File: config.mk
export PLATFORM = sky130hd
export DESIGN_NAME = t2mi_from_ts_flat
export DESIGN_NICKNAME = d
export VERILOG_FILES = /design/src/rtl/t2mi_from_ts_if.sv /design/src/rtl/t2mi_from_ts.sv /design/src/flat_wrapper.sv
export SDC_FILE = /design/constraint.sdc
export NUM_CORES = 1
export LEC_CHECK = 0
export CAP_MARGIN = 20
export CORE_MARGIN = 2
export CORE_UTILIZATION = 50
export DETAILED_ROUTE_END_ITERATION = 10
export GPL_ROUTABILITY_DRIVEN = 0
export MAX_ROUTING_LAYER = met4
export PLACE_DENSITY = 0.84
export SLEW_MARGIN = 20
export SYNTH_ARGS = -nofsm -noshare
export SYNTH_HDL_FRONTEND = slang
export SYNTH_SLANG_ARGS = --single-unit
File: constraint.sdc
create_clock -name CLK -period 2.8 [get_ports CLK]
set_input_delay 0.56 -clock CLK [delete_from_list [all_inputs] [get_ports CLK]]
set_output_delay 0.56 -clock CLK [all_outputs]
set_load 0.02 [all_outputs]
File: src/rtl/t2mi_from_ts_if.sv
// Byte-stream bundle between a TS source and the T2-MI depacketiser.
// Master drives the TS side, slave (the depacketiser) drives the T2-MI side.
interface t2mi_from_ts_if;
    logic [7:0] DATA_IN;
    logic       ENA_IN;
    logic       PSYNC_IN;
    logic [7:0] DATA_OUT;
    logic       ENA_OUT;
    logic       START_OUT;

    modport master (output DATA_IN, ENA_IN, PSYNC_IN, input  DATA_OUT, ENA_OUT, START_OUT);
    modport slave  (input  DATA_IN, ENA_IN, PSYNC_IN, output DATA_OUT, ENA_OUT, START_OUT);
endinterface

File: src/rtl/t2mi_from_ts.sv
// Extracts the T2-MI byte stream from TS packets on t2mi_pid: strips header,
// adaptation field and pointer_field, flags the first byte of every T2-MI packet.
module t2mi_from_ts #(
    parameter int TS_LEN   = 188,
    parameter bit CHECK_CC = 1'b1
) (
    input  logic          CLK,
    input  logic          RST,
    t2mi_from_ts_if.slave ts,
    input  logic [12:0]   t2mi_pid,
    output logic          LOCKED,
    output logic          CC_ERR,
    output logic          SYNC_ERR,
    output logic [3:0]    state_mon
);
    typedef enum logic [3:0] {
        WAIT_SYNC = 4'd0, HEADER = 4'd1, AF_LEN = 4'd2, AF_SKIP = 4'd3,
        POINTER   = 4'd4, PAYLOAD = 4'd5, DISCARD = 4'd6
    } state_t;

    localparam logic [7:0] LAST = 8'(TS_LEN - 1);

    state_t      state_q, state_d, after_af;
    logic [7:0]  idx_q, idx_d, cnt_q, cnt_d, dout_q, dout_d, af_lim;
    logic [4:0]  pid_hi_q, pid_hi_d;
    logic [1:0]  afc_q, afc_d;
    logic [3:0]  cc_last_q, cc_last_d, cc_exp;
    logic        tei_q, tei_d, pusi_q, pusi_d, pid_ok_q, pid_ok_d;
    logic        cc_vld_q, cc_vld_d, locked_q, locked_d, ptr_act_q, ptr_act_d;
    logic        sync_exp_q, sync_exp_d;
    logic        ena_q, ena_d, start_q, start_d, cc_err_q, cc_err_d, serr_q, serr_d;

    always_ff @(posedge CLK or negedge RST) begin
        if (!RST) begin
            state_q    <= WAIT_SYNC;
            idx_q      <= '0;
            cnt_q      <= '0;
            dout_q     <= '0;
            pid_hi_q   <= '0;
            afc_q      <= '0;
            cc_last_q  <= '0;
            tei_q      <= 1'b0;
            pusi_q     <= 1'b0;
            pid_ok_q   <= 1'b0;
            cc_vld_q   <= 1'b0;
            locked_q   <= 1'b0;
            ptr_act_q  <= 1'b0;
            sync_exp_q <= 1'b0;
            ena_q      <= 1'b0;
            start_q    <= 1'b0;
            cc_err_q   <= 1'b0;
            serr_q     <= 1'b0;
        end else begin
            state_q    <= state_d;
            idx_q      <= idx_d;
            cnt_q      <= cnt_d;
            dout_q     <= dout_d;
            pid_hi_q   <= pid_hi_d;
            afc_q      <= afc_d;
            cc_last_q  <= cc_last_d;
            tei_q      <= tei_d;
            pusi_q     <= pusi_d;
            pid_ok_q   <= pid_ok_d;
            cc_vld_q   <= cc_vld_d;
            locked_q   <= locked_d;
            ptr_act_q  <= ptr_act_d;
            sync_exp_q <= sync_exp_d;
            ena_q      <= ena_d;
            start_q    <= start_d;
            cc_err_q   <= cc_err_d;
            serr_q     <= serr_d;
        end
    end

    always_comb begin
        state_d    = state_q;
        idx_d      = idx_q;
        cnt_d      = cnt_q;
        dout_d     = dout_q;
        pid_hi_d   = pid_hi_q;
        afc_d      = afc_q;
        cc_last_d  = cc_last_q;
        tei_d      = tei_q;
        pusi_d     = pusi_q;
        pid_ok_d   = pid_ok_q;
        cc_vld_d   = cc_vld_q;
        locked_d   = locked_q;
        ptr_act_d  = ptr_act_q;
        sync_exp_d = sync_exp_q;
        ena_d      = 1'b0;
        start_d    = 1'b0;
        cc_err_d   = 1'b0;
        serr_d     = 1'b0;
        cc_exp     = (afc_q == 2'b10) ? cc_last_q : cc_last_q + 4'd1;
        after_af   = (afc_q == 2'b10) ? DISCARD : (pusi_q ? POINTER : PAYLOAD);
        // AF must leave room for at least one payload byte when payload follows
        af_lim     = LAST - idx_q - {7'd0, afc_q[0]};

        if (ts.ENA_IN) begin
            idx_d = idx_q + 8'd1;
            if (state_q != WAIT_SYNC && ts.PSYNC_IN) begin
                serr_d   = 1'b1;
                locked_d = 1'b0;
                state_d  = HEADER;
                idx_d    = 8'd1;
            end else begin
                case (state_q)
                    WAIT_SYNC: begin
                        idx_d = '0;
                        if (ts.PSYNC_IN && ts.DATA_IN == 8'h47) begin
                            state_d    = HEADER;
                            idx_d      = 8'd1;
                            sync_exp_d = 1'b0;
                        end else if (sync_exp_q) begin
                            // missing sync right after a packet; fall back to hunting
                            serr_d     = 1'b1;
                            locked_d   = 1'b0;
                            sync_exp_d = 1'b0;
                        end
                    end
                    HEADER: begin
                        if (idx_q == 8'd1) begin
                            tei_d    = ts.DATA_IN[7];
                            pusi_d   = ts.DATA_IN[6];
                            pid_hi_d = ts.DATA_IN[4:0];
                        end else if (idx_q == 8'd2) begin
                            pid_ok_d = ({pid_hi_q, ts.DATA_IN} == t2mi_pid);
                        end else begin
                            afc_d = ts.DATA_IN[5:4];
                            cc_exp = (ts.DATA_IN[5:4] == 2'b10) ? cc_last_q : cc_last_q + 4'd1;
                            if (!pid_ok_q || tei_q || ts.DATA_IN[7:6] != 2'b00 ||
                                ts.DATA_IN[5:4] == 2'b00) begin
                                state_d = DISCARD;
                            end else begin
                                if (CHECK_CC && cc_vld_q && ts.DATA_IN[3:0] != cc_exp) begin
                                    cc_err_d = 1'b1;
                                    locked_d = 1'b0;
                                end
                                cc_last_d = ts.DATA_IN[3:0];
                                cc_vld_d  = 1'b1;
                                state_d   = ts.DATA_IN[5] ? AF_LEN : (pusi_q ? POINTER : PAYLOAD);
                            end
                        end
                    end
                    AF_LEN: begin
                        if (ts.DATA_IN > af_lim) begin
                            serr_d   = 1'b1;
                            locked_d = 1'b0;
                            state_d  = DISCARD;
                        end else if (ts.DATA_IN == 8'd0) begin
                            state_d = after_af;
                        end else begin
                            cnt_d   = ts.DATA_IN;
                            state_d = AF_SKIP;
                        end
                    end
                    AF_SKIP: begin
                        cnt_d = cnt_q - 8'd1;
                        if (cnt_q == 8'd1) state_d = after_af;
                    end
                    POINTER: begin
                        if (ts.DATA_IN >= LAST - idx_q) begin
                            serr_d   = 1'b1;
                            locked_d = 1'b0;
                            state_d  = DISCARD;
                        end else begin
                            cnt_d     = ts.DATA_IN;
                            ptr_act_d = 1'b1;
                            state_d   = PAYLOAD;
                        end
                    end
                    PAYLOAD: begin
                        dout_d = ts.DATA_IN;
                        if (ptr_act_q && cnt_q == 8'd0) begin
                            ena_d     = 1'b1;
                            start_d   = 1'b1;
                            locked_d  = 1'b1;
                            ptr_act_d = 1'b0;
                        end else begin
                            ena_d = locked_q;
                            if (ptr_act_q) cnt_d = cnt_q - 8'd1;
                        end
                    end
                    default: ;
                endcase
                if (state_q != WAIT_SYNC && idx_q == LAST) begin
                    state_d    = WAIT_SYNC;
                    idx_d      = '0;
                    ptr_act_d  = 1'b0;
                    sync_exp_d = 1'b1;
                end
            end
        end
    end

    assign ts.DATA_OUT  = dout_q;
    assign ts.ENA_OUT   = ena_q;
    assign ts.START_OUT = start_q;
    assign LOCKED       = locked_q;
    assign CC_ERR       = cc_err_q;
    assign SYNC_ERR     = serr_q;
    assign state_mon    = state_q;
endmodule

File: src/flat_wrapper.sv
// flat-port wrapper written by rule: the top's interface ports become plain ports
module t2mi_from_ts_flat 
#(
    parameter int TS_LEN   = 188,
    parameter bit CHECK_CC = 1'b1
)
  (CLK, RST, t2mi_pid, LOCKED, CC_ERR, SYNC_ERR, state_mon, ts_DATA_IN, ts_ENA_IN, ts_PSYNC_IN, ts_DATA_OUT, ts_ENA_OUT, ts_START_OUT);
  t2mi_from_ts_if ts_i ();
  input  logic CLK;
  input  logic RST;
  input  logic [12:0] t2mi_pid;
  output logic LOCKED;
  output logic CC_ERR;
  output logic SYNC_ERR;
  output logic [3:0] state_mon;
  input wire logic [$bits(ts_i.DATA_IN)-1:0] ts_DATA_IN;
  input wire logic [$bits(ts_i.ENA_IN)-1:0] ts_ENA_IN;
  input wire logic [$bits(ts_i.PSYNC_IN)-1:0] ts_PSYNC_IN;
  output wire logic [$bits(ts_i.DATA_OUT)-1:0] ts_DATA_OUT;
  output wire logic [$bits(ts_i.ENA_OUT)-1:0] ts_ENA_OUT;
  output wire logic [$bits(ts_i.START_OUT)-1:0] ts_START_OUT;
  assign ts_i.DATA_IN = ts_DATA_IN;
  assign ts_i.ENA_IN = ts_ENA_IN;
  assign ts_i.PSYNC_IN = ts_PSYNC_IN;
  assign ts_DATA_OUT = ts_i.DATA_OUT;
  assign ts_ENA_OUT = ts_i.ENA_OUT;
  assign ts_START_OUT = ts_i.START_OUT;
  t2mi_from_ts #(.TS_LEN(TS_LEN), .CHECK_CC(CHECK_CC)) u_core (.CLK(CLK), .RST(RST), .ts(ts_i), .t2mi_pid(t2mi_pid), .LOCKED(LOCKED), .CC_ERR(CC_ERR), .SYNC_ERR(SYNC_ERR), .state_mon(state_mon));
endmodule
# After elaboration in Yosys (flattened, before gate mapping)
# Cells that the tools add are included.
# word_totals
word_cells	155
inputBits	25
reg_bits	50
# classes
n_reduce_logical	30
muxes	63
eq_ne	33
n_bitwise	4
n_addsub	5
magnitude_cmp	2
# ops
op	count
$mux 8	8
$mux 4	11
$mux 1	37
$pmux 8 s4	1
$pmux 4 s5	1
$eq 8x1->1 const B	2
$logic_not 8->1	2
$ne 3x1->1 const B	5
$reduce_and 5->1	3
$eq 13x13->1	1
$ne 3x2->1 const B	4
$reduce_and 6->1	2
$reduce_and 10->1	1
$add 8x1->8 const B	1
$eq 4x2->1 const B	2
$eq 4x3->1 const B	2
$eq 8x2->1 const B	1
$eq 8x7->1 const B	1
$eq 8x8->1 const B	1
$ge 8x8->1	1
$gt 8x8->1	1
$ne 2x2->1 const B	4
$ne 4x1->1 const B	2
$ne 4x3->1 const B	2
27 further kinds	41

# Longest topological paths before layout
# Gate-level depths: netlist of run 1.
# logic_depth
word_depth	11
mapped_depth	15

# Worst setup path before layout of run 1
# Ideal clock, no wire load.
# synth_path
path_type	flip-flop to flip-flop
from	register u_core.idx_q[3]
to	register u_core.cnt_q[2]
period_less_slack_ns	2.919
setup_time_ns	0.121
n_path_buf	1
path_stages_with_launch	15
arrival_ns	2.798
slack_ns	-0.119
cell_sequence	dfrtp_1 > ha_1 > xor2_1 > nand3_1 > nor2_1 > nand2_1 > xnor2_1 > ha_1 > and4_1 > nand3_1 > a2bb2oi_2 > a21o_1 > o21ai_2 > buf_6 > o22a_1
# synth_between
elab_chain_cells	5
word_cells_on_any_way	7
classes_between	add/sub (2); order compare (2); eq/ne (2); reduce/logical (1)
# synth_lines
item	line_no	text
from (decl)	t2mi_from_ts.sv:24	logic [7:0] idx_q, idx_d, cnt_q, cnt_d, dout_q, dout_d, af_lim;
from (signal assigned)	t2mi_from_ts.sv:55	idx_q <= idx_d;
$sub 8x8->8 *	t2mi_from_ts.sv:97, t2mi_from_ts.sv:162	
$sub 8x1->8	t2mi_from_ts.sv:97	af_lim = LAST - idx_q - {7'd0, afc_q[0]};
$gt 8x8->1	t2mi_from_ts.sv:146	if (ts.DATA_IN > af_lim) begin
$ne 2x2->1 (no source line)	-	
$reduce_and 8->1 (no source line) *	-	
to (signal assigned)	t2mi_from_ts.sv:56	cnt_q <= cnt_d;
to (decl)	t2mi_from_ts.sv:24	
# Every way passes the cells marked *; elsewhere a longest branch is shown, timed or not.
# A chain may end at the register's enable or synchronous reset.

# Final worst setup path of run 1
# layout_path
from	register u_core.idx_q[4]
to	register u_core.locked_q (netlist: u_core.LOCKED)
# layout_between
elab_chain_cells	5
word_cells_on_any_way	11
classes_between	add/sub (2); order compare (2); eq/ne (6); reduce/logical (1)
# layout_lines
item	line_no	text
$sub 8x8->8	t2mi_from_ts.sv:97, t2mi_from_ts.sv:162	
$sub 8x1->8	t2mi_from_ts.sv:97	
$gt 8x8->1	t2mi_from_ts.sv:146	
$ne 3x1->1 (no source line)	-	
$reduce_and 10->1 (no source line) *	-	
to (signal assigned)	t2mi_from_ts.sv:65	locked_q <= locked_d;
to (decl)	t2mi_from_ts.sv:29	logic cc_vld_q, cc_vld_d, locked_q, locked_d, ptr_act_q, ptr_act_d;
# Marks and branches as above.

==> key figures, run 1 <==
Worst setup path
  • Worst endpoint data arrival time: 3.20 ns
  • Cell Chain, Critical Path: and2_0 > a31oi_1 > xnor2_1 > xnor2_2 > ha_4 > and4_4 > nand2_2 > a2bb2oi_4 > buf_4 > nand2_2 > a21boi_2 > or3_1 > a21oi_1
  • Slowest cell on the critical path: sky130_fd_sc_hd__xnor2_1
  • Worst-path maximum fanout: 3
  • Kind of launch point of the worst setup path: flip-flop
  • Critical Path RT: 3.05 ns
  • Critical path class: flip-flop to flip-flop
  • Logic depth of the worst register-to-register path: 13
  • Cell with the most instances on the worst path: sky130_fd_sc_hd__nand2_2
  • Endpoint type of the worst setup path: flip-flop
  • Worst path max stage delay: 0.46 ns

Routing
  • Via count of the routed design: 3,478
  • Number of iterations in the first detailed-routing pass: 5
  • Violation count after the first detailed-route iteration: 285
  • Routed wire length per instance: 17.6 um
  • Post-route DRC: 0
  • Residual antenna-violating net count after detailed routing: 0
  • Routed Wire Length: 10,100 um
  • Number of vias per cell after detailed routing: 6.05

Timing
  • Min Clock Period, post-route: 2.94 ns
  • Skew final: 0.0123 ns
  • Timing-limited maximum frequency: 340 MHz
  • Slew at the pin closest to its max-slew limit: 1.05 ns
  • Post-route clock period utilization: 105%
  • Final hold violations: 0
  • Final setup margin: -0.142 ns
  • Unrepaired setup endpoints after global routing: yes
  • Max Slew Vio Count: 0
  • Rel. slew slack: 29.3%
  • Setup tns final: -1.46 ns
  • Final-report setup violation count: 13

Synth
  • Top flip-flop cell by instance count after synthesis: sky130_fd_sc_hd__dfrtp_1
  • Synth Register Bits: 49
  • Gate Count Post-Synth: 400
  • Fraction of registers with async set or reset after synthesis: 100%
  • Cell Area, Synth: 3700 um^2
  • Post-synth EDFFs: 0
  • Number of synthesis warnings: 0
  • Net count after synthesis: 453
  • Post-synthesis sequential area ratio: 33.2%
  • Count of unique library cells instantiated by Yosys: 69
  • Post-synthesis area per instance: 9.24 um^2

Finish
  • Post-layout instance count excluding filler cells: 575
  • Commonest cells after routing, fill and taps aside: sky130_fd_sc_hd__dfrtp_1, sky130_fd_sc_hd__buf_4, sky130_fd_sc_hd__clkdlybuf4s50_1
  • Share of layout cells above drive strength 1: 24.4%
  • Most frequent standard cell in the layout excluding fill and tap cells: sky130_fd_sc_hd__dfrtp_1
  • Area overhead of the layout relative to synthesis: 26.4%
  • N_diodes: 0
  • Final net count: 528
  • Number of inserted filler cells in the final layout: 589

Clock tree
  • TritonCTS clock tree: built
  • Number of hold buffers added after cts: 0
  • Count of H-tree levels built during CTS: 2
  • Latest clock arrival within the worst-skew pair: 0.33 ns
  • TritonCTS sink count: 49
  • Clock root buffer: sky130_fd_sc_hd__clkbuf_8
  • CTS Buf Count: 5
  • Longest Clk Path Bufs: 2
  • Clock transition at the registers of the reported paths: 0.11 ns

Floorplan
  • Cell row count: 31
  • Number of primary I/O pins: 42
  • Vert. Die Dim: 90.0 um
  • Die Wd: 90.0 um
  • Die Area: 8100 um^2
  • Starting density of the core: 51.2%
  • Placeable core area: 7210 um^2

Placement
  • Final HPWL DP: 7380 um
  • Cell count after placement: 560
  • IO buf count: 40

Run
  • Max-cap violation count: 0

Global routing
  • Remaining Overflow, GRT: 0
  • Total track usage: 24.7%
  • Pin count of the biggest net entering global routing: 32
  • Number of antenna violations at the first check in global routing: 0
  • Wire length of the first global-routing pass: 15,800 um
  • Number of global-route vias before repair: 3,346

Min path
  • Type of the tightest min-delay check: input port to asynchronous set/reset pin

Outcome
  • Failing checks: setup timing
  • Result of the run: complete, but fails checks

Power and ir drop
  • Power density over the cells: 690 nW/um^2
  • Leakage Power: 0.00198 uW
  • Worst ir drop on vdd: 0.391 mV
[timing repair]
| item | in CTS | in global routing |
|---|---|---|
| pin swaps | 11 | 11 |
| buffers inserted | 3 | 3 |
| setup endpoints to repair | 12 | 13 |
| gates resized for setup | 11 | 13 |
| cloned | 0 | 1 |
[critical path: cells and delay by family, from the launching register on]
family	cells	cell delay, ns
compound gates	4	0.46
fa+ha+maj	1	0.32
flops	1	0.38
buf+inv	1	0.16
xor+xnor	2	0.66
simple gates	5	0.91
[layer usage]
| layer | vias up | wire [um] | global-route usage (%) |
|---|---|---|---|
| li1 | 1598 | - | - |
| met1 | 1688 | 4080 | 29.9 |
| met2 | 159 | 5210 | 41.9 |
| met3 | 33 | 541 | 3.52 |
| met4 | 0 | 295 | 9.87 |
| met5 | - | 0 | - |
[layout make-up]
type                       instances  area (um^2)  area share, %
clock inverter                     3         28.8          0.616
inverter                          15         56.3           1.20
timing repair buffer              85          737           15.8
tap                               99          124           2.65
clock buffer                       5         68.8           1.47
multi-input combinational        319         2430           52.0
sequential                        49         1230           26.3
[sequential cells by signal, indices dropped and copies added, names as in the netlist]
| name | count |
|---|---|
| u_core.cc_last_q | 4 |
| u_core.idx_q | 8 |
| u_core.CC_ERR | 1 |
| u_core.ts.START_OUT | 1 |
| u_core.ptr_act_q | 1 |
| u_core.sync_exp_q | 1 |
| u_core.tei_q | 1 |
| u_core.pusi_q | 1 |
| u_core.SYNC_ERR | 1 |
| u_core.pid_ok_q | 1 |
| u_core.ts.DATA_OUT | 8 |
| u_core.LOCKED | 1 |
| u_core.pid_hi_q | 5 |
| u_core.ts.ENA_OUT | 1 |
| u_core.cnt_q | 8 |
| u_core.state_mon | 3 |
| u_core.cc_vld_q | 1 |
| u_core.afc_q | 2 |
[Yosys cell counts (all sizes together), types with 8 or more instances]
master | number | share of area [%]
mux2 | 19 | 5.8
xor2 | 14 | 3.3
a21oi | 19 | 2.7
nor4 | 8 | 1.7
inv | 15 | 1.5
nand4 | 8 | 1.4
nor3 | 8 | 1.1
xnor2 | 19 | 4.9
o21ai | 31 | 4.3
a31oi | 9 | 1.5
nand2b | 9 | 1.6
dfrtp | 49 | 33
ha | 28 | 9.5
nor2 | 35 | 3.6
clkbuf | 10 | 1.0
buf | 8 | 1.9
nand3 | 13 | 2.1
nand2 | 32 | 3.2
[per-stage QoR]
step / utilization, % / hold WS (ns) / power, uW / instance area [um^2] / setup WS (ns)
2_1_floorplan: - / 0.264 / 2130 / 3710 / 0.00167
3_3_place_gp: 61.2 / 0.466 / 2580 / 4410 / -0.0463
3_5_place_dp: 61.2 / 0.475 / 2660 / 4410 / -0.283
4_1_cts: 63.5 / 0.172 / 3150 / 4580 / -0.164
5_1_grt: 64.8 / 0.198 / 3420 / 4670 / -0.236
6_report: 64.8 / 0.158 / 3230 / 4670 / -0.142
[final timing paths]
kind	from	endpoint	slack [ns]
min in group CLK	u_core.ts.DATA_OUT[0]	u_core.ts.DATA_OUT[0]	0.50
setup reg to reg	u_core.idx_q[4]	u_core.LOCKED	-0.14
hold / removal	RST	u_core.ts.DATA_OUT[7]	0.16
max in group asynchronous	RST	u_core.afc_q[1]	1.86
hold reg to reg	u_core.ts.DATA_OUT[0]	u_core.ts.DATA_OUT[0]	0.50
setup / recovery	u_core.idx_q[4]	u_core.LOCKED	-0.14
[kinds of logic after synthesis]
group	synth area share, %
multiplexers	6.06
XOR/XNOR	8.22
adder cells (fa/ha/maj)	9.78
AO/OA/AOI/OAI	18.5
buffers and inverters	4.40
other	0.101
AND/OR/NAND/NOR	19.7
flip-flops	33.2
[report_power, final]
part / leakage [uW] / internal (uW) / switching (uW)
Combinational: 0.00131 / 758 / 852
Clock: 0.0000506 / 187 / 284
Sequential: 0.000621 / 921 / 223
Note: power is estimated with default switching activity, not from simulation.
==> run 2: changes to the inputs <==
--- a/config.mk
+++ b/config.mk
@@ -5,7 +5,7 @@
 export SDC_FILE = /design/constraint.sdc
 export NUM_CORES = 1
 export LEC_CHECK = 0
-export CAP_MARGIN = 20
+export CAP_MARGIN = 30
 export CORE_MARGIN = 2
 export CORE_UTILIZATION = 50
 export DETAILED_ROUTE_END_ITERATION = 10
==> run 2 against run 1 <==
Compared with the run above: the run still ends with setup timing left; global-route usage did not move; wire length fell by 0.26%; utilization up 0.10 points; non-clock buffer count increased by 1; sequential share of layout area is essentially flat; combinational power about the same; critical path type unchanged; design area is 0.16% higher; cell count grew 0.17%; critical path depth fell by 1; hold slack got worse by 0.0022 ns; clock skew is essentially flat; clock power fell by 0.8%.
==> key figures, run 2 (same netlist as run 1, synthesis figures left out) <==
Outcome
  • Result of the run: complete, but fails checks
  • Failing checks: setup timing

Timing
  • Rel. slew slack: 55.7%
  • Min Clock Period, post-route: 2.94 ns
  • Final hold violations: 0
  • Final setup margin: -0.140 ns
  • Post-route clock period utilization: 105%
  • Skew final: 0.0118 ns
  • Unrepaired setup endpoints after global routing: yes
  • Timing-limited maximum frequency: 340 MHz
  • Final-report setup violation count: 13
  • Hold WS: 0.156 ns
  • Slew at the pin closest to its max-slew limit: 0.665 ns
  • Max Slew Vio Count: 0

Worst setup path
  • Worst path max stage delay: 0.45 ns
  • Critical path class: flip-flop to flip-flop
  • Slowest cell on the critical path: sky130_fd_sc_hd__xnor2_1
  • Crit Reg-Reg Endpoint: u_core.cnt_q[1]
  • Worst endpoint data arrival time: 3.15 ns
  • R2r startpoint: u_core.idx_q[4]
  • Kind of launch point of the worst setup path: flip-flop
  • Setup slack of the worst register-to-register path: -0.14 ns
  • Cell Chain, Critical Path: and2_0 > a31oi_1 > xnor2_1 > xnor2_2 > ha_4 > and4_4 > nand3_1 > a2bb2oi_4 > a21o_1 > o21ai_4 > a211oi_2 > a21oi_1
  • Logic depth of the worst register-to-register path: 12
  • Worst-path maximum fanout: 8
  • Endpoint type of the worst setup path: flip-flop
  • Critical Path RT: 3.01 ns

Global routing
  • Pin count of the biggest net entering global routing: 32
  • Number of antenna violations at the first check in global routing: 0
  • Total track usage: 24.7%
  • Number of global-route vias before repair: 3,346
  • Remaining Overflow, GRT: 0
  • Wire length of the first global-routing pass: 15,800 um

Finish
  • Area overhead of the layout relative to synthesis: 26.6%
  • Number of inserted filler cells in the final layout: 587
  • Sequential cell area: 1230 um^2
  • Commonest cells after routing, fill and taps aside: sky130_fd_sc_hd__dfrtp_1, sky130_fd_sc_hd__buf_4, sky130_fd_sc_hd__clkdlybuf4s50_1
  • Post-Layout Inst Area: 4680 um^2
  • Area taken by multi-input logic gates: 2430 um^2
  • N_diodes: 0
  • Share of layout cells above drive strength 1: 24.5%
  • Final net count: 529
  • Most frequent standard cell in the layout excluding fill and tap cells: sky130_fd_sc_hd__dfrtp_1

Power and ir drop
  • Clock network power share: 14.5%
  • Sequential share of power: 35.4%
  • Net Switching: 1360 uW
  • Worst ir drop on vdd: 0.392 mV
  • Power density over the cells: 690 nW/um^2
  • Share of total power in combinational logic: 50.1%
  • Pint: 1870 uW
  • Leakage Power: 0.00199 uW
  • Fraction of power spent switching nets: 42.0%

Floorplan
  • Placeable core area: 7210 um^2
  • Number of primary I/O pins: 42
  • Die Area: 8100 um^2
  • Cell row count: 31
  • Starting density of the core: 51.2%
  • Die Wd: 90.0 um
  • Vert. Die Dim: 90.0 um

Run
  • Max-cap violation count: 0

Clock tree
  • CTS Buf Count: 5
  • Latest clock arrival within the worst-skew pair: 0.33 ns
  • TritonCTS sink count: 49
  • Count of H-tree levels built during CTS: 2
  • Longest Clk Path Bufs: 2
  • Clock root buffer: sky130_fd_sc_hd__clkbuf_8
  • Clock transition at the registers of the reported paths: 0.11 ns
  • TritonCTS clock tree: built

Placement
  • Cell area after placement: 4410 um^2
  • Final HPWL DP: 7380 um
  • IO buf count: 40

Routing
  • Number of iterations in the first detailed-routing pass: 5
  • Violation count after the first detailed-route iteration: 368
  • Post-route DRC: 0
  • Routed wire length per instance: 17.5 um
  • Number of vias per cell after detailed routing: 6.05
  • Routed Wire Length: 10,100 um
  • Via count of the routed design: 3,484
  • Residual antenna-violating net count after detailed routing: 0

Min path
  • Type of the tightest min-delay check: input port to asynchronous set/reset pin
-- run 2: cell count changes in the layout (fill, tap and decap cells not counted) --
cell | before | now
sky130_fd_sc_hd__buf_4 | 44 | 45
-- run 2: cell type report --
cell class / count / area share (%)
clock buffers: 5 / 1.47
clock inverters: 3 / 0.615
inverters: 15 / 1.20
multi-input cells: 319 / 51.9
flip-flops and latches: 49 / 26.2
repair buffers: 86 / 15.9
well taps: 99 / 2.65
-- run 2: metrics by stage --
step | power, uW | instances | setup WS [ns] | setup TNS (ns) | util, %
after floorplan | 2130 | 400 | 0.00167 | 0 | -
after global placement | 2580 | 560 | -0.0463 | -0.128 | 61.2
after global routing | 3430 | 576 | -0.235 | -2.89 | 64.9
after CTS | 3150 | 571 | -0.164 | -1.06 | 63.5
after detailed placement | 2660 | 560 | -0.283 | -2.41 | 61.2
final | 3230 | 576 | -0.140 | -1.41 | 64.9
-- run 2: what timing repair did --
action,4_1_cts,5_1_grt
resized for setup,11,13
cloned,0,1
hold buffers,0,0
setup endpoints to repair,12,13
buffers inserted,3,3
pin swaps,11,11
-- run 2: layer usage --
layer	GRT usage (%)	vias to the layer above	part of all wire, %
li1	-	1601	-
met1	29.9	1662	40
met2	41.9	180	51
met3	3.52	41	6.1
met4	9.87	0	3.3
met5	-	-	0
-- run 2: power groups by stage --
| stage | Sequential, uW | Combinational [uW] | Clock (uW) |
|---|---|---|---|
| 6_report | 1140 | 1620 | 467 |
| 5_1_grt | 1180 | 1750 | 498 |
| 4_1_cts | 1140 | 1540 | 475 |
| 3_5_place_dp | 1150 | 1510 | 0 |
| 3_3_place_gp | 1130 | 1440 | 0 |
| 2_1_floorplan | 1180 | 956 | 0 |
-- run 2: critical path, delay by kind of cell, from the launching register on --
kind | cells | cell delay (ns)
adders and majority gates | 1 | 0.32
and+or+nand+nor | 3 | 0.55
xor gates and xnor gates | 2 | 0.65
DFF | 1 | 0.38
AOI/OAI and AO/OA | 6 | 0.93
-- run 2: how the worst max path moves through the flow --
stage,slack (ns),cells past startpoint,to,start
global route,-0.24,14,u_core.cnt_q[7],u_core.idx_q[2]
floorplan,0.002,11,u_core.cnt_q[2],u_core.idx_q[2]
global placement,-0.05,15,u_core.LOCKED,u_core.idx_q[2]
detailed placement,-0.28,14,u_core.cnt_q[1],u_core.idx_q[2]
CTS,-0.16,15,u_core.LOCKED,u_core.idx_q[3]
finish,-0.14,12,u_core.cnt_q[1],u_core.idx_q[4]
